$ cat config.mk
export PLATFORM = sky130hd
export DESIGN_NAME = cxapbasyncbridge_slv_seq_flat
export DESIGN_NICKNAME = d
export VERILOG_FILES = /design/src/rtl/cxapbasyncbridge_slv_seq_if.sv /design/src/rtl/cxapbasyncbridge_slv_seq.sv /design/src/flat_wrapper.sv
export SDC_FILE = /design/constraint.sdc
export NUM_CORES = 1
export LEC_CHECK = 0
export ABC_CLOCK_PERIOD_IN_PS = 1500
export CORE_MARGIN = 1.5
export CORE_UTILIZATION = 38
export DETAILED_ROUTE_END_ITERATION = 6
export GPL_TIMING_DRIVEN = 0
export PLACE_DENSITY = 0.77
export SETUP_SLACK_MARGIN = 0.4
export SLEW_MARGIN = 20
export SYNTH_ARGS = -nofsm -noshare
export SYNTH_HDL_FRONTEND = slang
export SYNTH_SLANG_ARGS = --single-unit
export TNS_END_PERCENT = 30
$ cat constraint.sdc
create_clock -name PCLKS -period 1.5 [get_ports PCLKS]
set_input_delay 0.45 -clock PCLKS [delete_from_list [all_inputs] [get_ports PCLKS]]
set_output_delay 0.45 -clock PCLKS [all_outputs]
set_load 0.05 [all_outputs]
$ cat src/rtl/cxapbasyncbridge_slv_seq_if.sv
// Slave-domain bundle of the APB async bridge: master-domain handshake,
// clamped request payload, slave APB bus and the registered response.
interface cxapbasyncbridge_slv_seq_if #(
  parameter int ADDR_WIDTH = 12,
  parameter int DATA_WIDTH = 32
);
  logic                  req_async;
  logic                  ack_s;
  logic                  payload_en;
  logic [ADDR_WIDTH-1:0] paddr_q;
  logic                  pwrite_q;
  logic [DATA_WIDTH-1:0] pwdata_q;
  logic                  PSELS;
  logic                  PENABLES;
  logic [ADDR_WIDTH-1:0] PADDRS;
  logic                  PWRITES;
  logic [DATA_WIDTH-1:0] PWDATAS;
  logic [DATA_WIDTH-1:0] PRDATAS;
  logic                  PREADYS;
  logic                  PSLVERRS;
  logic [DATA_WIDTH-1:0] prdata_s;
  logic                  pslverr_s;

  modport slave (
    input  req_async, paddr_q, pwrite_q, pwdata_q, PRDATAS, PREADYS, PSLVERRS,
    output ack_s, payload_en, PSELS, PENABLES, PADDRS, PWRITES, PWDATAS,
           prdata_s, pslverr_s
  );

  modport master (
    output req_async, paddr_q, pwrite_q, pwdata_q, PRDATAS, PREADYS, PSLVERRS,
    input  ack_s, payload_en, PSELS, PENABLES, PADDRS, PWRITES, PWDATAS,
           prdata_s, pslverr_s
  );
endinterface

$ cat src/rtl/cxapbasyncbridge_slv_seq.sv
// Slave-domain sequencer: synchronises req, opens the payload clamps for one
// cycle, runs one APB transfer and holds the response while ack is high.
module cxapbasyncbridge_slv_seq #(
  parameter int ADDR_WIDTH  = 12,
  parameter int DATA_WIDTH  = 32,
  parameter int SYNC_STAGES = 2
) (
  input  logic                          PCLKS,
  input  logic                          PRESETnS,
  cxapbasyncbridge_slv_seq_if.slave     bus
);
  localparam logic [2:0] S_IDLE    = 3'd0;
  localparam logic [2:0] S_CAPTURE = 3'd1;
  localparam logic [2:0] S_SETUP   = 3'd2;
  localparam logic [2:0] S_ACCESS  = 3'd3;
  localparam logic [2:0] S_ACK     = 3'd4;

  logic [SYNC_STAGES-1:0] r_sync;
  logic                   w_req_sync;
  logic [2:0]             r_state;
  logic                   r_payload_en;
  logic                   r_ack;
  logic                   r_psel;
  logic                   r_penable;
  logic [ADDR_WIDTH-1:0]  r_paddr;
  logic                   r_pwrite;
  logic [DATA_WIDTH-1:0]  r_pwdata;
  logic [DATA_WIDTH-1:0]  r_prdata;
  logic                   r_pslverr;

  always_ff @(posedge PCLKS or negedge PRESETnS) begin
    if (!PRESETnS) r_sync <= '0;
    else           r_sync <= {r_sync[SYNC_STAGES-2:0], bus.req_async};
  end

  assign w_req_sync = r_sync[SYNC_STAGES-1];

  // req dropping early is not looked at until ACK, so a violating master
  // still gets exactly one completed transfer.
  always_ff @(posedge PCLKS or negedge PRESETnS) begin
    if (!PRESETnS) begin
      r_state      <= S_IDLE;
      r_payload_en <= 1'b0;
      r_ack        <= 1'b0;
      r_psel       <= 1'b0;
      r_penable    <= 1'b0;
      r_paddr      <= '0;
      r_pwrite     <= 1'b0;
      r_pwdata     <= '0;
      r_prdata     <= '0;
      r_pslverr    <= 1'b0;
    end else begin
      case (r_state)
        S_IDLE: if (w_req_sync) begin
          r_state      <= S_CAPTURE;
          r_payload_en <= 1'b1;
        end
        S_CAPTURE: begin
          r_paddr      <= bus.paddr_q;
          r_pwrite     <= bus.pwrite_q;
          r_pwdata     <= bus.pwdata_q;
          r_payload_en <= 1'b0;
          r_psel       <= 1'b1;
          r_state      <= S_SETUP;
        end
        S_SETUP: begin
          r_penable <= 1'b1;
          r_state   <= S_ACCESS;
        end
        S_ACCESS: if (bus.PREADYS) begin
          r_prdata  <= r_pwrite ? '0 : bus.PRDATAS;
          r_pslverr <= bus.PSLVERRS;
          r_psel    <= 1'b0;
          r_penable <= 1'b0;
          r_ack     <= 1'b1;
          r_state   <= S_ACK;
        end
        S_ACK: if (!w_req_sync) begin
          r_ack   <= 1'b0;
          r_state <= S_IDLE;
        end
        default: begin
          r_state      <= S_IDLE;
          r_payload_en <= 1'b0;
          r_ack        <= 1'b0;
          r_psel       <= 1'b0;
          r_penable    <= 1'b0;
        end
      endcase
    end
  end

  assign bus.payload_en = r_payload_en;
  assign bus.ack_s      = r_ack;
  assign bus.PSELS      = r_psel;
  assign bus.PENABLES   = r_penable;
  assign bus.PADDRS     = r_paddr;
  assign bus.PWRITES    = r_pwrite;
  assign bus.PWDATAS    = r_pwdata;
  assign bus.prdata_s   = r_prdata;
  assign bus.pslverr_s  = r_pslverr;
endmodule

$ cat src/flat_wrapper.sv
// flat-port wrapper written by rule: the top's interface ports become plain ports
module cxapbasyncbridge_slv_seq_flat 
#(
  parameter int ADDR_WIDTH  = 12,
  parameter int DATA_WIDTH  = 32,
  parameter int SYNC_STAGES = 2
)
  (PCLKS, PRESETnS, bus_req_async, bus_paddr_q, bus_pwrite_q, bus_pwdata_q, bus_PRDATAS, bus_PREADYS, bus_PSLVERRS, bus_ack_s, bus_payload_en, bus_PSELS, bus_PENABLES, bus_PADDRS, bus_PWRITES, bus_PWDATAS, bus_prdata_s, bus_pslverr_s);
  cxapbasyncbridge_slv_seq_if #(.ADDR_WIDTH(ADDR_WIDTH), .DATA_WIDTH(DATA_WIDTH)) bus_i ();
  input  logic PCLKS;
  input  logic PRESETnS;
  input wire logic [$bits(bus_i.req_async)-1:0] bus_req_async;
  input wire logic [$bits(bus_i.paddr_q)-1:0] bus_paddr_q;
  input wire logic [$bits(bus_i.pwrite_q)-1:0] bus_pwrite_q;
  input wire logic [$bits(bus_i.pwdata_q)-1:0] bus_pwdata_q;
  input wire logic [$bits(bus_i.PRDATAS)-1:0] bus_PRDATAS;
  input wire logic [$bits(bus_i.PREADYS)-1:0] bus_PREADYS;
  input wire logic [$bits(bus_i.PSLVERRS)-1:0] bus_PSLVERRS;
  output wire logic [$bits(bus_i.ack_s)-1:0] bus_ack_s;
  output wire logic [$bits(bus_i.payload_en)-1:0] bus_payload_en;
  output wire logic [$bits(bus_i.PSELS)-1:0] bus_PSELS;
  output wire logic [$bits(bus_i.PENABLES)-1:0] bus_PENABLES;
  output wire logic [$bits(bus_i.PADDRS)-1:0] bus_PADDRS;
  output wire logic [$bits(bus_i.PWRITES)-1:0] bus_PWRITES;
  output wire logic [$bits(bus_i.PWDATAS)-1:0] bus_PWDATAS;
  output wire logic [$bits(bus_i.prdata_s)-1:0] bus_prdata_s;
  output wire logic [$bits(bus_i.pslverr_s)-1:0] bus_pslverr_s;
  assign bus_i.req_async = bus_req_async;
  assign bus_i.paddr_q = bus_paddr_q;
  assign bus_i.pwrite_q = bus_pwrite_q;
  assign bus_i.pwdata_q = bus_pwdata_q;
  assign bus_i.PRDATAS = bus_PRDATAS;
  assign bus_i.PREADYS = bus_PREADYS;
  assign bus_i.PSLVERRS = bus_PSLVERRS;
  assign bus_ack_s = bus_i.ack_s;
  assign bus_payload_en = bus_i.payload_en;
  assign bus_PSELS = bus_i.PSELS;
  assign bus_PENABLES = bus_i.PENABLES;
  assign bus_PADDRS = bus_i.PADDRS;
  assign bus_PWRITES = bus_i.PWRITES;
  assign bus_PWDATAS = bus_i.PWDATAS;
  assign bus_prdata_s = bus_i.prdata_s;
  assign bus_pslverr_s = bus_i.pslverr_s;
  cxapbasyncbridge_slv_seq #(.ADDR_WIDTH(ADDR_WIDTH), .DATA_WIDTH(DATA_WIDTH), .SYNC_STAGES(SYNC_STAGES)) u_core (.PCLKS(PCLKS), .PRESETnS(PRESETnS), .bus(bus_i));
endmodule
# Word-level counts from Yosys, hierarchy flattened
# Cells that the tools add are included.
[totals]
ff_bits = 87
inputBits = 82
out_inout_bits = 82
[op_classes]
eq_ne = 7
mux = 13
bitwise_logic = 4
reduce_logical = 11
[op_table]
columns = ["op", "n"]
rows = [
  ["2-to-1 mux 32 bit", 1],
  ["case mux 3 bit (5 select lines)", 1],
  ["OR reduction 3 bit", 4],
  ["2-to-1 mux 3 bit", 3],
  ["case mux 1 bit (3 select lines)", 3],
  ["AND reduction 2 bit", 4],
  ["equality test 3 x 2 -> 1 bit (second input constant)", 2],
  ["AND reduction 3 bit", 2],
  ["2-to-1 mux 1 bit", 4],
  ["inequality test 2 bit (second input constant)", 2],
  ["inverter 1 bit", 4],
  ["equality test 3 x 1 -> 1 bit (second input constant)", 1],
  ["equality test 3 bit (second input constant)", 1],
  ["logical NOT 3 bit", 1],
  ["inequality test 2 x 1 -> 1 bit (second input constant)", 1],
  ["case mux 1 bit (2 select lines)", 1],
]

# Logic depth before layout (Yosys ltp)
# Gate-level depths: netlist (run 1).
[depth]
ltp_word = 4
ltp_mapped = 6
ltp_nobuf = 3

# Worst setup path before layout (run 1)
# OpenSTA, ideal clock, no wires.
[synth_timing]
kind = "register to register"
from = "register u_core.r_state[1]"
to = "register u_core.r_paddr[10], in the netlist u_core.bus.PADDRS[10]"
setup_time_ps = 125
arrival_ps = 1292
path_slack_ps = 83
path_stages_with_launch = 6
synth_period_minus_slack_ps = 1417
cell_sequence = "dfrtp_1 > buf_4 > nor3b_2 > buf_6 > buf_12 > mux2_4"
[synth_between]
elab_chain_len = 1
[synth_rtl]
columns = ["element", "line", "rtl"]
rows = [
  ["from (decl)", "cxapbasyncbridge_slv_seq.sv:20", "logic [2:0] r_state;"],
  ["from (signal assigned)", "cxapbasyncbridge_slv_seq.sv:42", "r_state <= S_IDLE;"],
  ["from (signal assigned)", "cxapbasyncbridge_slv_seq.sv:55", "r_state <= S_CAPTURE;"],
  ["from (signal assigned)", "cxapbasyncbridge_slv_seq.sv:64", "r_state <= S_SETUP;"],
  ["equality test 3 x 1 -> 1 bit", "cxapbasyncbridge_slv_seq.sv:53", "case (r_state)"],
  ["to (signal assigned)", "cxapbasyncbridge_slv_seq.sv:59", "r_paddr <= bus.paddr_q;"],
  ["to (decl)", "cxapbasyncbridge_slv_seq.sv:25", "logic [ADDR_WIDTH-1:0] r_paddr;"],
]
# No other way between the ends.
# A chain may end at the register's enable or synchronous reset.

# Worst setup path in the final report (run 1)
[layout_timing]
from = "register u_core.r_state[2]"
to = "register u_core.r_prdata[6], in the netlist u_core.bus.prdata_s[6]"
[layout_between]
elab_chain_len = 2
[layout_rtl]
columns = ["element", "line", "rtl"]
rows = [
  ["equality test 3 x 2 -> 1 bit", "cxapbasyncbridge_slv_seq.sv:53", ""],
  ["AND reduction 2 bit (no line)", "n/a", ""],
  ["to (signal assigned)", "cxapbasyncbridge_slv_seq.sv:71", "r_prdata <= r_pwrite ? '0 : bus.PRDATAS;"],
  ["to (decl)", "cxapbasyncbridge_slv_seq.sv:28", "logic [DATA_WIDTH-1:0] r_prdata;"],
]
# No other way between the ends.

==> flow_results.xml, run 1 <==
<?xml version="1.0" encoding="UTF-8"?>
<metrics>
  <group name="status">
    <metric name="run_status" unit="">finished with violations</metric>
    <metric name="violated_checks" unit="">setup timing</metric>
  </group>
  <group name="power_and_ir_drop">
    <metric name="clock_power_share" unit="%">10.4</metric>
    <metric name="vdd.ir_drop.worst" unit="mV">1.22</metric>
    <metric name="intPower" unit="W">0.00899</metric>
    <metric name="power_density" unit="nW/µm²">2620</metric>
    <metric name="switchingPower" unit="W">0.00734</metric>
    <metric name="static_leakage" unit="nW">2.86</metric>
    <metric name="sequentialPowerShare" unit="%">26.1</metric>
    <metric name="finalPower" unit="W">0.0163</metric>
    <metric name="power_frac_comb" unit="%">63.4</metric>
    <metric name="switching_share" unit="%">45.0</metric>
  </group>
  <group name="grt">
    <metric name="vias_in_the_first_global_route" unit="">2861</metric>
    <metric name="first_pass_grt_wire_length" unit="µm">14100</metric>
    <metric name="globalRouteTotalUtil" unit="%">17.7</metric>
    <metric name="antenna_violations_before_repair" unit="">0</metric>
    <metric name="largest_net_degree_at_the_start_of_global_routing" unit="">50</metric>
    <metric name="grt_overflow_total" unit="">0</metric>
  </group>
  <group name="final_layout">
    <metric name="layout.cell_area.non_filler" unit="µm²">6220</metric>
    <metric name="antenna-diode-count" unit="">0</metric>
    <metric name="finish.utilization" unit="%">67.4</metric>
    <metric name="layout-drive-gt1-share" unit="%">46.1</metric>
    <metric name="design.final.nets" unit="">556</metric>
    <metric name="layout.filler_cells" unit="">686</metric>
    <metric name="area_delta_synth_final" unit="%">71.7</metric>
  </group>
  <group name="cts">
    <metric name="tritoncts_num_sinks" unit="">87</metric>
    <metric name="cts_tree" unit="">built</metric>
    <metric name="insertion_delay" unit="ps">340</metric>
    <metric name="root_buffer" unit="">sky130_fd_sc_hd__clkbuf_8</metric>
    <metric name="worst_setup_hold_path_clk_slew" unit="ps">90</metric>
    <metric name="clockBufferDepth" unit="">2</metric>
    <metric name="number_of_h_tree_branching_levels" unit="">3</metric>
    <metric name="cts_made_buffers" unit="">9</metric>
  </group>
  <group name="critical_path">
    <metric name="critPathRequiredTime" unit="ps">1720</metric>
    <metric name="worst-endpoint-arrival" unit="ps">1720</metric>
    <metric name="start_kind" unit="">flip-flop</metric>
    <metric name="path_max_fanout" unit="">5</metric>
    <metric name="critical_path.reg2reg.endpoint" unit="">u_core.bus.prdata_s[6]</metric>
    <metric name="cp-end-kind" unit="">flip-flop</metric>
    <metric name="critical_setup_path_kind" unit="">flip-flop to flip-flop</metric>
    <metric name="worstReg2RegStart" unit="">u_core.r_state[2]</metric>
    <metric name="worstRegToRegCells" unit="">5</metric>
    <metric name="timing.reg2reg.setup_slack" unit="ps">-4</metric>
  </group>
  <group name="synth">
    <metric name="ys_top_cells_by_count" unit="">sky130_fd_sc_hd__dfrtp_1 (87), sky130_fd_sc_hd__mux2_4 (40), sky130_fd_sc_hd__nand2_1 (36), sky130_fd_sc_hd__o21ai_0 (36), sky130_fd_sc_hd__nand2b_1 (32)</metric>
    <metric name="synth_top_cells_by_area" unit="">sky130_fd_sc_hd__dfrtp_1 (60%), sky130_fd_sc_hd__mux2_4 (17%), sky130_fd_sc_hd__nand2b_1 (5.5%)</metric>
    <metric name="synthesis.nets" unit="">354</metric>
    <metric name="postSynthRegisterBits" unit="">87</metric>
    <metric name="postSynthCellCount" unit="">272</metric>
    <metric name="yosys.cell_types.count" unit="">23</metric>
    <metric name="synthesis.area" unit="µm²">3630</metric>
    <metric name="seq_area_frac_synth" unit="%">60.0</metric>
    <metric name="synth_top_area_cell" unit="">sky130_fd_sc_hd__dfrtp_1</metric>
    <metric name="edff_count_synth" unit="">0</metric>
    <metric name="average_size_of_a_mapped_cell" unit="µm²">13.3</metric>
    <metric name="synth.most_common_cell" unit="">sky130_fd_sc_hd__dfrtp_1</metric>
    <metric name="synth_top_flop_cell" unit="">sky130_fd_sc_hd__dfrtp_1</metric>
    <metric name="ys_async_sr_fraction" unit="%">100</metric>
    <metric name="yosys_warnings" unit="">0</metric>
    <metric name="synth.top_cell.area_share" unit="%">60.0</metric>
  </group>
  <group name="floorplan">
    <metric name="die_x" unit="µm">101</metric>
    <metric name="fp-row-count" unit="">35</metric>
    <metric name="dieArea" unit="µm²">10100</metric>
    <metric name="die_y" unit="µm">101</metric>
    <metric name="core-area" unit="µm²">9240</metric>
    <metric name="initial_core_util" unit="%">39.2</metric>
    <metric name="io-pin-count" unit="">164</metric>
  </group>
  <group name="timing">
    <metric name="timing_hold_violations_final" unit="">0</metric>
    <metric name="finalCritPeriodShare" unit="%">100</metric>
    <metric name="max-slew-margin-rel" unit="%">57.5</metric>
    <metric name="postLayoutSetupSlackWorst" unit="ps">-3.88</metric>
    <metric name="rsz0062_at_grt" unit="">true</metric>
    <metric name="timing.clock.skew" unit="ps">13.9</metric>
    <metric name="timing_max_transition_violations_final" unit="">0</metric>
    <metric name="finish_stage_setup_viols" unit="">1</metric>
    <metric name="achievable-frequency" unit="GHz">0.665</metric>
    <metric name="layout_min_cycle_time" unit="ps">1500</metric>
    <metric name="transition_at_the_pin_with_the_smallest_max_transition_slack" unit="ps">637</metric>
  </group>
  <group name="place">
    <metric name="globalplace.congestion" unit="">0.732</metric>
    <metric name="io_buffer_count" unit="">163</metric>
    <metric name="dpl.hpwl" unit="µm">6260</metric>
    <metric name="post_dp_cell_area" unit="µm²">5440</metric>
  </group>
  <group name="routing">
    <metric name="ant_nets" unit="">0</metric>
    <metric name="post_drt_wl_per_cell" unit="µm">15.7</metric>
    <metric name="postRouteWirelength" unit="µm">9570</metric>
    <metric name="per_cell_via_count_in_the_routed_design" unit="">4.64</metric>
    <metric name="drc" unit="">0</metric>
    <metric name="drt_iter0_markers" unit="">46</metric>
    <metric name="route.vias.total" unit="">2823</metric>
    <metric name="first_pass_iters" unit="">4</metric>
  </group>
  <group name="flow_run">
    <metric name="drv.max_cap_violation_count" unit="">0</metric>
  </group>
  <group name="worst_hold_path">
    <metric name="hp-class" unit="">input port to async pin</metric>
  </group>
</metrics>
[worst max-delay path: stages (launching register included)]
cell and delay (ps):
sky130_fd_sc_hd__dfrtp_2 450, sky130_fd_sc_hd__nand4b_1 330, sky130_fd_sc_hd__buf_2 270, sky130_fd_sc_hd__clkbuf_16 170, sky130_fd_sc_hd__nand2_1 60, sky130_fd_sc_hd__o21ai_0 80
[per-layer routing]
metal / up-vias / part of all wire (%) / global-route usage [%]
li1: 1314 / - / -
met1: 1392 / 41 / 22.4
met2: 107 / 50 / 29.8
met3: 10 / 7.9 / 5.48
met4: 0 / 1.0 / 4.23
met5: - / 0 / 0
[repair_timing]
| item | in CTS | in global routing |
|---|---|---|
| hold buffers | 0 | 0 |
| cloned | 0 | 5 |
| setup buffers | 17 | 5 |
| endpoints found under the setup margin | 162 | 164 |
| pin swaps | 1 | 14 |
| gates resized for setup | 515 | 194 |
[sequential cells by signal (all words and copies together) (netlist names)]
signal                 flops
u_core.bus.PWDATAS        32
u_core.bus.prdata_s       32
u_core.bus.PADDRS         12
u_core.r_state             3
u_core.r_sync              2
u_core.bus.PENABLES        1
u_core.bus.PSELS           1
u_core.bus.PWRITES         1
u_core.bus.ack_s           1
u_core.bus.payload_en      1
u_core.bus.pslverr_s       1
[layout make-up]
type	count	area, µm²	area share (%)
clock inverters	4	53.8	0.864
flip-flops and latches	87	2180	35.0
repair buffers	191	2030	32.6
clock buffers	12	155	2.49
multi-input cells	166	1420	22.8
plain buffers	17	219	3.52
well taps	129	161	2.59
inverters	2	7.51	0.121
[worst max path at each step]
stage / from / end / slack (ps)
2_1_floorplan: u_core.r_state[1] / u_core.bus.PADDRS[10] / 110
3_3_place_gp: PRESETnS / u_core.bus.prdata_s[14] / -3090
3_5_place_dp: bus_PREADYS / u_core.bus.prdata_s[26] / -500
4_1_cts: u_core.r_state[0] / u_core.bus.PWDATAS[8] / 20
5_1_grt: u_core.r_state[2] / u_core.bus.prdata_s[6] / -80
6_report: u_core.r_state[2] / u_core.bus.prdata_s[6] / -4
[logic make-up after synthesis]
group | Yosys count | synth area share [%]
AND/OR/NAND/NOR | 79 | 11.1
multiplexers | 47 | 18.7
flip-flops | 87 | 60.0
buffers and inverters | 19 | 4.49
AO/OA/AOI/OAI | 40 | 5.62
[through the flow]
stage | std cells | hold WS (ps) | TNS (ps) | setup WS [ps]
floorplan | 272 | 154 | 0 | 114
global placement | 564 | 332 | -290210 | -3090
detailed placement | 565 | 343 | -22330 | -504
CTS | 598 | 134 | 0 | 15.4
global route | 608 | 163 | -1550 | -81.2
finish | 608 | 124 | -3.88 | -3.88
[cell usage in the layout, fill, tap and decap left out, types with 2 or more instances in the layout]
master,count
sky130_fd_sc_hd__buf_4,18
sky130_fd_sc_hd__nor2_1,3
sky130_fd_sc_hd__inv_1,2
sky130_fd_sc_hd__o21ai_1,12
sky130_fd_sc_hd__nand2_4,5
sky130_fd_sc_hd__a21oi_1,2
sky130_fd_sc_hd__buf_6,93
sky130_fd_sc_hd__buf_12,5
sky130_fd_sc_hd__clkdlybuf4s50_1,79
sky130_fd_sc_hd__dfrtp_1,85
sky130_fd_sc_hd__nand2_1,18
sky130_fd_sc_hd__clkinvlp_4,2
sky130_fd_sc_hd__clkbuf_1,3
sky130_fd_sc_hd__o21ai_2,11
sky130_fd_sc_hd__dfrtp_2,2
sky130_fd_sc_hd__buf_8,5
sky130_fd_sc_hd__clkbuf_16,3
sky130_fd_sc_hd__clkbuf_8,11
sky130_fd_sc_hd__mux2_4,43
sky130_fd_sc_hd__o21ai_0,13
sky130_fd_sc_hd__nand2b_1,32
sky130_fd_sc_hd__mux2_2,3
sky130_fd_sc_hd__nand3_1,3
sky130_fd_sc_hd__nand2_2,13
[power groups by stage]
stage	logic [W]	clock network, W	registers (W)
2_1_floorplan	0.00270	0	0.00752
4_1_cts	0.00916	0.00174	0.00409
3_5_place_dp	0.00904	0	0.00404
3_3_place_gp	0.00894	0	0.00400
5_1_grt	0.0108	0.00185	0.00439
6_report	0.0104	0.00170	0.00427
No activity file was read; power rests on OpenSTA's default activity.
==> inputs of run 2 (changes only) <==
--- a/config.mk
+++ b/config.mk
@@ -7,10 +7,11 @@
 export LEC_CHECK = 0
 export ABC_CLOCK_PERIOD_IN_PS = 1500
 export CORE_MARGIN = 1.5
-export CORE_UTILIZATION = 38
+export CORE_UTILIZATION = 56
 export DETAILED_ROUTE_END_ITERATION = 6
+export DONT_BUFFER_PORTS = 1
 export GPL_TIMING_DRIVEN = 0
-export PLACE_DENSITY = 0.77
+export PLACE_DENSITY = 0.74
 export SETUP_SLACK_MARGIN = 0.4
 export SLEW_MARGIN = 20
 export SYNTH_ARGS = -nofsm -noshare
==> run 2 against run 1 <==
Against the previous run:
- worst setup slack improved by 17 ps
- count of clock-buffer cells in the layout fell by 1
- first-iteration DRC count rose by 87%
- clock skew fell by 4.8 ps
- critical endpoint is now u_core.bus.PWDATAS[21]
- critical path depth did not move
- the run ends with hold timing left
==> flow_results.xml, run 2 (synthesis results as in run 1) <==
<?xml version="1.0" encoding="UTF-8"?>
<metrics>
  <group name="routing">
    <metric name="drc" unit="">0</metric>
    <metric name="route.vias.total" unit="">2189</metric>
    <metric name="post_drt_wl_per_cell" unit="µm">20.7</metric>
    <metric name="per_cell_via_count_in_the_routed_design" unit="">5.73</metric>
    <metric name="drt_iter0_markers" unit="">86</metric>
    <metric name="postRouteWirelength" unit="µm">7920</metric>
    <metric name="ant_nets" unit="">0</metric>
    <metric name="first_pass_iters" unit="">4</metric>
  </group>
  <group name="floorplan">
    <metric name="io-pin-count" unit="">164</metric>
    <metric name="dieArea" unit="µm²">6970</metric>
    <metric name="core-area" unit="µm²">6310</metric>
    <metric name="die_x" unit="µm">83.5</metric>
    <metric name="initial_core_util" unit="%">57.4</metric>
    <metric name="die_y" unit="µm">83.5</metric>
    <metric name="fp-row-count" unit="">29</metric>
  </group>
  <group name="cts">
    <metric name="cts_made_buffers" unit="">9</metric>
    <metric name="number_of_h_tree_branching_levels" unit="">3</metric>
    <metric name="cts_tree" unit="">built</metric>
    <metric name="worst_setup_hold_path_clk_slew" unit="ps">90</metric>
    <metric name="insertion_delay" unit="ps">340</metric>
    <metric name="root_buffer" unit="">sky130_fd_sc_hd__clkbuf_8</metric>
    <metric name="clockBufferDepth" unit="">2</metric>
    <metric name="tritoncts_num_sinks" unit="">87</metric>
  </group>
  <group name="critical_path">
    <metric name="critical_path.reg2reg.endpoint" unit="">u_core.bus.PWDATAS[21]</metric>
    <metric name="start_kind" unit="">flip-flop</metric>
    <metric name="worstReg2RegStart" unit="">u_core.r_state[1]</metric>
    <metric name="worst-endpoint-arrival" unit="ps">1710</metric>
    <metric name="path_max_fanout" unit="">10</metric>
    <metric name="cp-end-kind" unit="">flip-flop</metric>
    <metric name="critPathRequiredTime" unit="ps">1730</metric>
    <metric name="worstRegToRegCells" unit="">5</metric>
    <metric name="critical_setup_path_kind" unit="">flip-flop to flip-flop</metric>
    <metric name="critical_path.endpoint" unit="">u_core.bus.PWDATAS[21]</metric>
    <metric name="worstSetupStartpoint" unit="">u_core.r_state[1]</metric>
    <metric name="timing.reg2reg.setup_slack" unit="ps">10</metric>
  </group>
  <group name="place">
    <metric name="detailedPlace.worstSlack" unit="ps">6.23</metric>
    <metric name="io_buffer_count" unit="">0</metric>
    <metric name="globalplace.congestion" unit="">0.722</metric>
    <metric name="dpl.hpwl" unit="µm">4900</metric>
  </group>
  <group name="timing">
    <metric name="timing_hold_violations_final" unit="">87</metric>
    <metric name="achievable-frequency" unit="GHz">0.673</metric>
    <metric name="timing.clock.skew" unit="ps">9.07</metric>
    <metric name="postLayoutSetupSlackWorst" unit="ps">13.1</metric>
    <metric name="max-slew-margin-rel" unit="%">66.3</metric>
    <metric name="timing_max_transition_violations_final" unit="">0</metric>
    <metric name="layout_min_cycle_time" unit="ps">1490</metric>
    <metric name="finalCritPeriodShare" unit="%">99.1</metric>
    <metric name="rsz0062_at_grt" unit="">true</metric>
    <metric name="final.hold.worst_slack" unit="ps">-216</metric>
    <metric name="transition_at_the_pin_with_the_smallest_max_transition_slack" unit="ps">506</metric>
    <metric name="finish_stage_setup_viols" unit="">0</metric>
  </group>
  <group name="final_layout">
    <metric name="layout.cells.most_common_list" unit="">sky130_fd_sc_hd__dfrtp_2 (51), sky130_fd_sc_hd__mux2_4 (45), sky130_fd_sc_hd__dfrtp_1 (36)</metric>
    <metric name="finish.utilization" unit="%">70.7</metric>
    <metric name="design.final.nets" unit="">384</metric>
    <metric name="area_delta_synth_final" unit="%">23.2</metric>
    <metric name="layout_commonest_cell" unit="">sky130_fd_sc_hd__dfrtp_2</metric>
    <metric name="layout-drive-gt1-share" unit="%">64.6</metric>
    <metric name="antenna-diode-count" unit="">0</metric>
  </group>
  <group name="status">
    <metric name="violated_checks" unit="">hold timing</metric>
    <metric name="run_status" unit="">finished with violations</metric>
  </group>
  <group name="grt">
    <metric name="antenna_violations_before_repair" unit="">0</metric>
    <metric name="globalRouteTotalUtil" unit="%">21.1</metric>
    <metric name="grt_overflow_total" unit="">0</metric>
    <metric name="vias_in_the_first_global_route" unit="">2229</metric>
    <metric name="first_pass_grt_wire_length" unit="µm">11500</metric>
    <metric name="largest_net_degree_at_the_start_of_global_routing" unit="">88</metric>
  </group>
  <group name="flow_run">
    <metric name="drv.max_cap_violation_count" unit="">0</metric>
  </group>
  <group name="worst_hold_path">
    <metric name="hp-class" unit="">input port to async pin</metric>
  </group>
</metrics>
run 2: cell types whose count changed in the layout (fill, tap and decap cells not counted), sizes merged:
cell,change
clkbuf,-4
bufinv,+1
buf,-89
clkinvlp,-2
clkdlybuf4s50,-79
dlygate4sd2,-1
run 2: how the worst min path moves through the flow:
stage / start / to / slack (ps) / cells past startpoint
floorplan: PRESETnS / u_core.bus.PADDRS[0] / 150 / 0
global placement: PRESETnS / u_core.bus.PWDATAS[31] / 160 / 0
detailed placement: PRESETnS / u_core.bus.PWDATAS[31] / 160 / 0
CTS: PRESETnS / u_core.bus.PWDATAS[31] / -230 / 0
global route: PRESETnS / u_core.bus.PWDATAS[31] / -230 / 0
finish: PRESETnS / u_core.bus.PWDATAS[31] / -220 / 0
run 2: worst max-delay path, stage by stage (launching register included):
cell                      delay (ps)
sky130_fd_sc_hd__dfrtp_1         380
sky130_fd_sc_hd__buf_6           120
sky130_fd_sc_hd__nor3b_4         210
sky130_fd_sc_hd__buf_6           190
sky130_fd_sc_hd__buf_12          160
sky130_fd_sc_hd__mux2_4          300
run 2: cell type report:
cell class / count / area (µm²)
buffer: 17 / 220
inverter: 2 / 10.0
fill: 420 / 1850
multi-input combinational: 166 / 1500
clock inverter: 3 / 68.8
sequential: 87 / 2240
tap: 77 / 96.3
clock buffer: 11 / 141
timing repair buffer: 19 / 191
run 2: per-layer routing:
layer / vias up / part of all wire [%] / wire [µm] / GRT usage [%]
met2: 113 / 49 / 3910 / 33.7
met5: - / 0 / 0 / 0
li1: 974 / - / - / -
met3: 11 / 9.1 / 722 / 7.81
met4: 0 / 2.0 / 158 / 8.05
met1: 1091 / 40 / 3130 / 26.5
run 2: what timing repair did:
item / CTS / global route
pin swaps: 1 / 14
cloned: 3 / 1
endpoints found under the setup margin: 162 / 164
endpoints found under the hold margin: 87 / 87
gates resized for setup: 33 / 153
setup buffers: 8 / 7
run 2: stage by stage:
step           instances  TNS, ps  area, µm²
2_1_floorplan        272        0       3630
3_3_place_gp         349        0       3730
3_5_place_dp         349        0       3730
4_1_cts              374        0       4100
5_1_grt              382    -1070       4470
6_report             382        0       4470
Power of run 2 is left out: the tool's default activity adds up to more than one toggle a clock period on the data nets, which glitch-free logic cannot reach.
==> inputs of run 3 (changes only) <==
--- a/config.mk
+++ b/config.mk
@@ -7,11 +7,10 @@
 export LEC_CHECK = 0
 export ABC_CLOCK_PERIOD_IN_PS = 1500
 export CORE_MARGIN = 1.5
-export CORE_UTILIZATION = 56
+export CORE_UTILIZATION = 38
 export DETAILED_ROUTE_END_ITERATION = 6
-export DONT_BUFFER_PORTS = 1
 export GPL_TIMING_DRIVEN = 0
-export PLACE_DENSITY = 0.74
+export PLACE_DENSITY = 0.79
 export SETUP_SLACK_MARGIN = 0.4
 export SLEW_MARGIN = 20
 export SYNTH_ARGS = -nofsm -noshare
==> run 3 against run 2 <==
Against the previous run:
- the flow now finishes without violations
- clock skew is essentially flat
- final area grew 40%
- non-clock buffer count rose by 172
- sequential cell count did not move
- worst setup slack gained 30 ps
- via count is 28% higher
- critical path depth did not move
- critical endpoint is now u_core.bus.PWDATAS[4]
- highest routed layer unchanged
==> flow_results.xml, run 3 (synthesis results as in run 1) <==
<?xml version="1.0" encoding="UTF-8"?>
<metrics>
  <group name="floorplan">
    <metric name="die_x" unit="µm">101</metric>
    <metric name="fp-row-count" unit="">35</metric>
    <metric name="core-area" unit="µm²">9240</metric>
    <metric name="initial_core_util" unit="%">39.2</metric>
    <metric name="io-pin-count" unit="">164</metric>
    <metric name="dieArea" unit="µm²">10100</metric>
    <metric name="die_y" unit="µm">101</metric>
  </group>
  <group name="final_layout">
    <metric name="layout.cell_area.non_filler" unit="µm²">6260</metric>
    <metric name="layout-drive-gt1-share" unit="%">48.6</metric>
    <metric name="area_delta_synth_final" unit="%">72.6</metric>
    <metric name="design.final.nets" unit="">556</metric>
    <metric name="layout.cells.most_common_list" unit="">sky130_fd_sc_hd__buf_6 (89), sky130_fd_sc_hd__dfrtp_1 (85), sky130_fd_sc_hd__clkdlybuf4s50_1 (79)</metric>
    <metric name="layout_commonest_cell" unit="">sky130_fd_sc_hd__buf_6</metric>
    <metric name="post_layout_nonfiller_instances" unit="">608</metric>
    <metric name="antenna-diode-count" unit="">0</metric>
  </group>
  <group name="grt">
    <metric name="globalRouteTotalUtil" unit="%">17.5</metric>
    <metric name="largest_net_degree_at_the_start_of_global_routing" unit="">50</metric>
    <metric name="grt_overflow_total" unit="">0</metric>
    <metric name="first_pass_grt_wire_length" unit="µm">13800</metric>
    <metric name="vias_in_the_first_global_route" unit="">2867</metric>
    <metric name="antenna_violations_before_repair" unit="">0</metric>
  </group>
  <group name="critical_path">
    <metric name="critical_path.max_stage_delay" unit="ps">380</metric>
    <metric name="worst-endpoint-arrival" unit="ps">1690</metric>
    <metric name="critPathRequiredTime" unit="ps">1730</metric>
    <metric name="crit_buf_inv" unit="">3</metric>
    <metric name="critical_setup_path_kind" unit="">flip-flop to flip-flop</metric>
    <metric name="slowest_stage" unit="">sky130_fd_sc_hd__dfrtp_1</metric>
    <metric name="path_max_fanout" unit="">10</metric>
    <metric name="start_kind" unit="">flip-flop</metric>
    <metric name="worstPathCellList" unit="">buf_6 &gt; nor3b_2 &gt; buf_6 &gt; buf_12 &gt; mux2_4</metric>
    <metric name="cp-end-kind" unit="">flip-flop</metric>
    <metric name="path_delay_family" unit="">buffers and inverters</metric>
    <metric name="critPathMostFrequentCell" unit="">sky130_fd_sc_hd__buf_6</metric>
  </group>
  <group name="cts">
    <metric name="cts.hold.buffers_added" unit="">0</metric>
    <metric name="insertion_delay" unit="ps">350</metric>
    <metric name="clockBufferDepth" unit="">2</metric>
    <metric name="cts_made_buffers" unit="">9</metric>
    <metric name="root_buffer" unit="">sky130_fd_sc_hd__clkbuf_8</metric>
    <metric name="tritoncts_num_sinks" unit="">87</metric>
    <metric name="number_of_h_tree_branching_levels" unit="">3</metric>
    <metric name="worst_setup_hold_path_clk_slew" unit="ps">90</metric>
    <metric name="cts_tree" unit="">built</metric>
  </group>
  <group name="routing">
    <metric name="met2_length" unit="µm">4830</metric>
    <metric name="post_drt_wl_per_cell" unit="µm">15.2</metric>
    <metric name="drt_iter0_markers" unit="">38</metric>
    <metric name="per_cell_via_count_in_the_routed_design" unit="">4.60</metric>
    <metric name="route.vias.total" unit="">2799</metric>
    <metric name="wirelength_met1" unit="µm">3800</metric>
    <metric name="topRoutingLayerUsed" unit="">met4</metric>
    <metric name="ant_nets" unit="">0</metric>
    <metric name="first_pass_iters" unit="">4</metric>
    <metric name="wl_met3" unit="µm">584</metric>
    <metric name="postRouteWirelength" unit="µm">9270</metric>
    <metric name="drc" unit="">0</metric>
  </group>
  <group name="place">
    <metric name="globalplace.congestion" unit="">0.792</metric>
    <metric name="dpl.hpwl" unit="µm">6320</metric>
    <metric name="io_buffer_count" unit="">163</metric>
    <metric name="placed_cells" unit="">565</metric>
    <metric name="post_dp_cell_area" unit="µm²">5450</metric>
  </group>
  <group name="timing">
    <metric name="finalCritPeriodShare" unit="%">97.1</metric>
    <metric name="setup_tns" unit="ps">0</metric>
    <metric name="rsz0062_at_grt" unit="">true</metric>
    <metric name="finish_stage_setup_viols" unit="">0</metric>
    <metric name="achievable-frequency" unit="GHz">0.686</metric>
    <metric name="max-slew-margin-rel" unit="%">64.4</metric>
    <metric name="timing_max_transition_violations_final" unit="">0</metric>
    <metric name="timing.clock.skew" unit="ps">8.95</metric>
    <metric name="layout_min_cycle_time" unit="ps">1460</metric>
    <metric name="timing_hold_violations_final" unit="">0</metric>
    <metric name="transition_at_the_pin_with_the_smallest_max_transition_slack" unit="ps">535</metric>
  </group>
  <group name="flow_run">
    <metric name="drv.max_cap_violation_count" unit="">0</metric>
  </group>
  <group name="power_and_ir_drop">
    <metric name="vdd.ir_drop.worst" unit="mV">1.35</metric>
    <metric name="power_density" unit="nW/µm²">2610</metric>
    <metric name="static_leakage" unit="nW">2.87</metric>
  </group>
  <group name="worst_hold_path">
    <metric name="hp-class" unit="">input port to async pin</metric>
  </group>
  <group name="status">
    <metric name="run_status" unit="">finished clean</metric>
  </group>
</metrics>
run 3: cell types whose count changed in the layout (fill, tap and decap cells not counted), sizes merged:
cell and change:
buf +89, clkbuf +5, clkdlybuf4s50 +79, clkinv -1, clkinvlp +1, dlygate4sd2 +1
run 3: worst paths after layout:
path,from,to,slack [ps],depth (start not counted)
worst max-delay path,u_core.r_state[1],u_core.bus.PWDATAS[4],40,5
worst min-delay path,PRESETnS,u_core.bus.PADDRS[10],70,1
worst max register to register,u_core.r_state[1],u_core.bus.PWDATAS[4],40,5
worst min register to register,u_core.r_sync[0],u_core.r_sync[1],370,0
max in group asynchronous,PRESETnS,u_core.r_state[2],780,2
min in group PCLKS,u_core.r_sync[0],u_core.r_sync[1],370,0
run 3: per-stage QoR:
step           power [W]  worst slack (ps)  util [%]  hold WS [ps]
3_3_place_gp      0.0129             -3100      58.7           333
6_report          0.0164              43.2      67.7          73.6
2_1_floorplan     0.0102               114         -           154
5_1_grt           0.0171             -11.7      67.7          97.0
4_1_cts           0.0151              15.0      61.7          78.6
3_5_place_dp      0.0131              -469      59.0           350
run 3: layer usage:
metal / vias to the layer above / GRT usage (%)
met3: 5 / 5.20
met5: - / 0
met1: 1380 / 21.3
met2: 96 / 31.0
met4: 0 / 3.25
li1: 1318 / -
run 3: layout make-up:
class	count	area (µm²)
buffer	17	215
clock buffer	13	139
clock inverter	3	67.6
fill	677	2980
inverter	2	7.51
multi-input combinational	166	1470
sequential	87	2180
tap	129	161
timing repair buffer	191	2020
run 3: timing repair:
item / CTS / global route
buffers inserted: 20 / 3
endpoints found under the setup margin: 162 / 163
resized for setup: 513 / 218
gates cloned: 1 / 3
pin swaps: 1 / 27
run 3: worst register-to-register path: stages, from the launching register on:
cell	delay, ps
sky130_fd_sc_hd__dfrtp_1	380
sky130_fd_sc_hd__buf_6	130
sky130_fd_sc_hd__nor3b_2	170
sky130_fd_sc_hd__buf_6	190
sky130_fd_sc_hd__buf_12	170
sky130_fd_sc_hd__mux2_4	300
run 3: power breakdown:
group | internal (W) | total, W | switching [W]
registers | 0.00342 | 0.00428 | 0.000861
clock network | 0.000943 | 0.00175 | 0.000808
logic | 0.00467 | 0.0103 | 0.00566
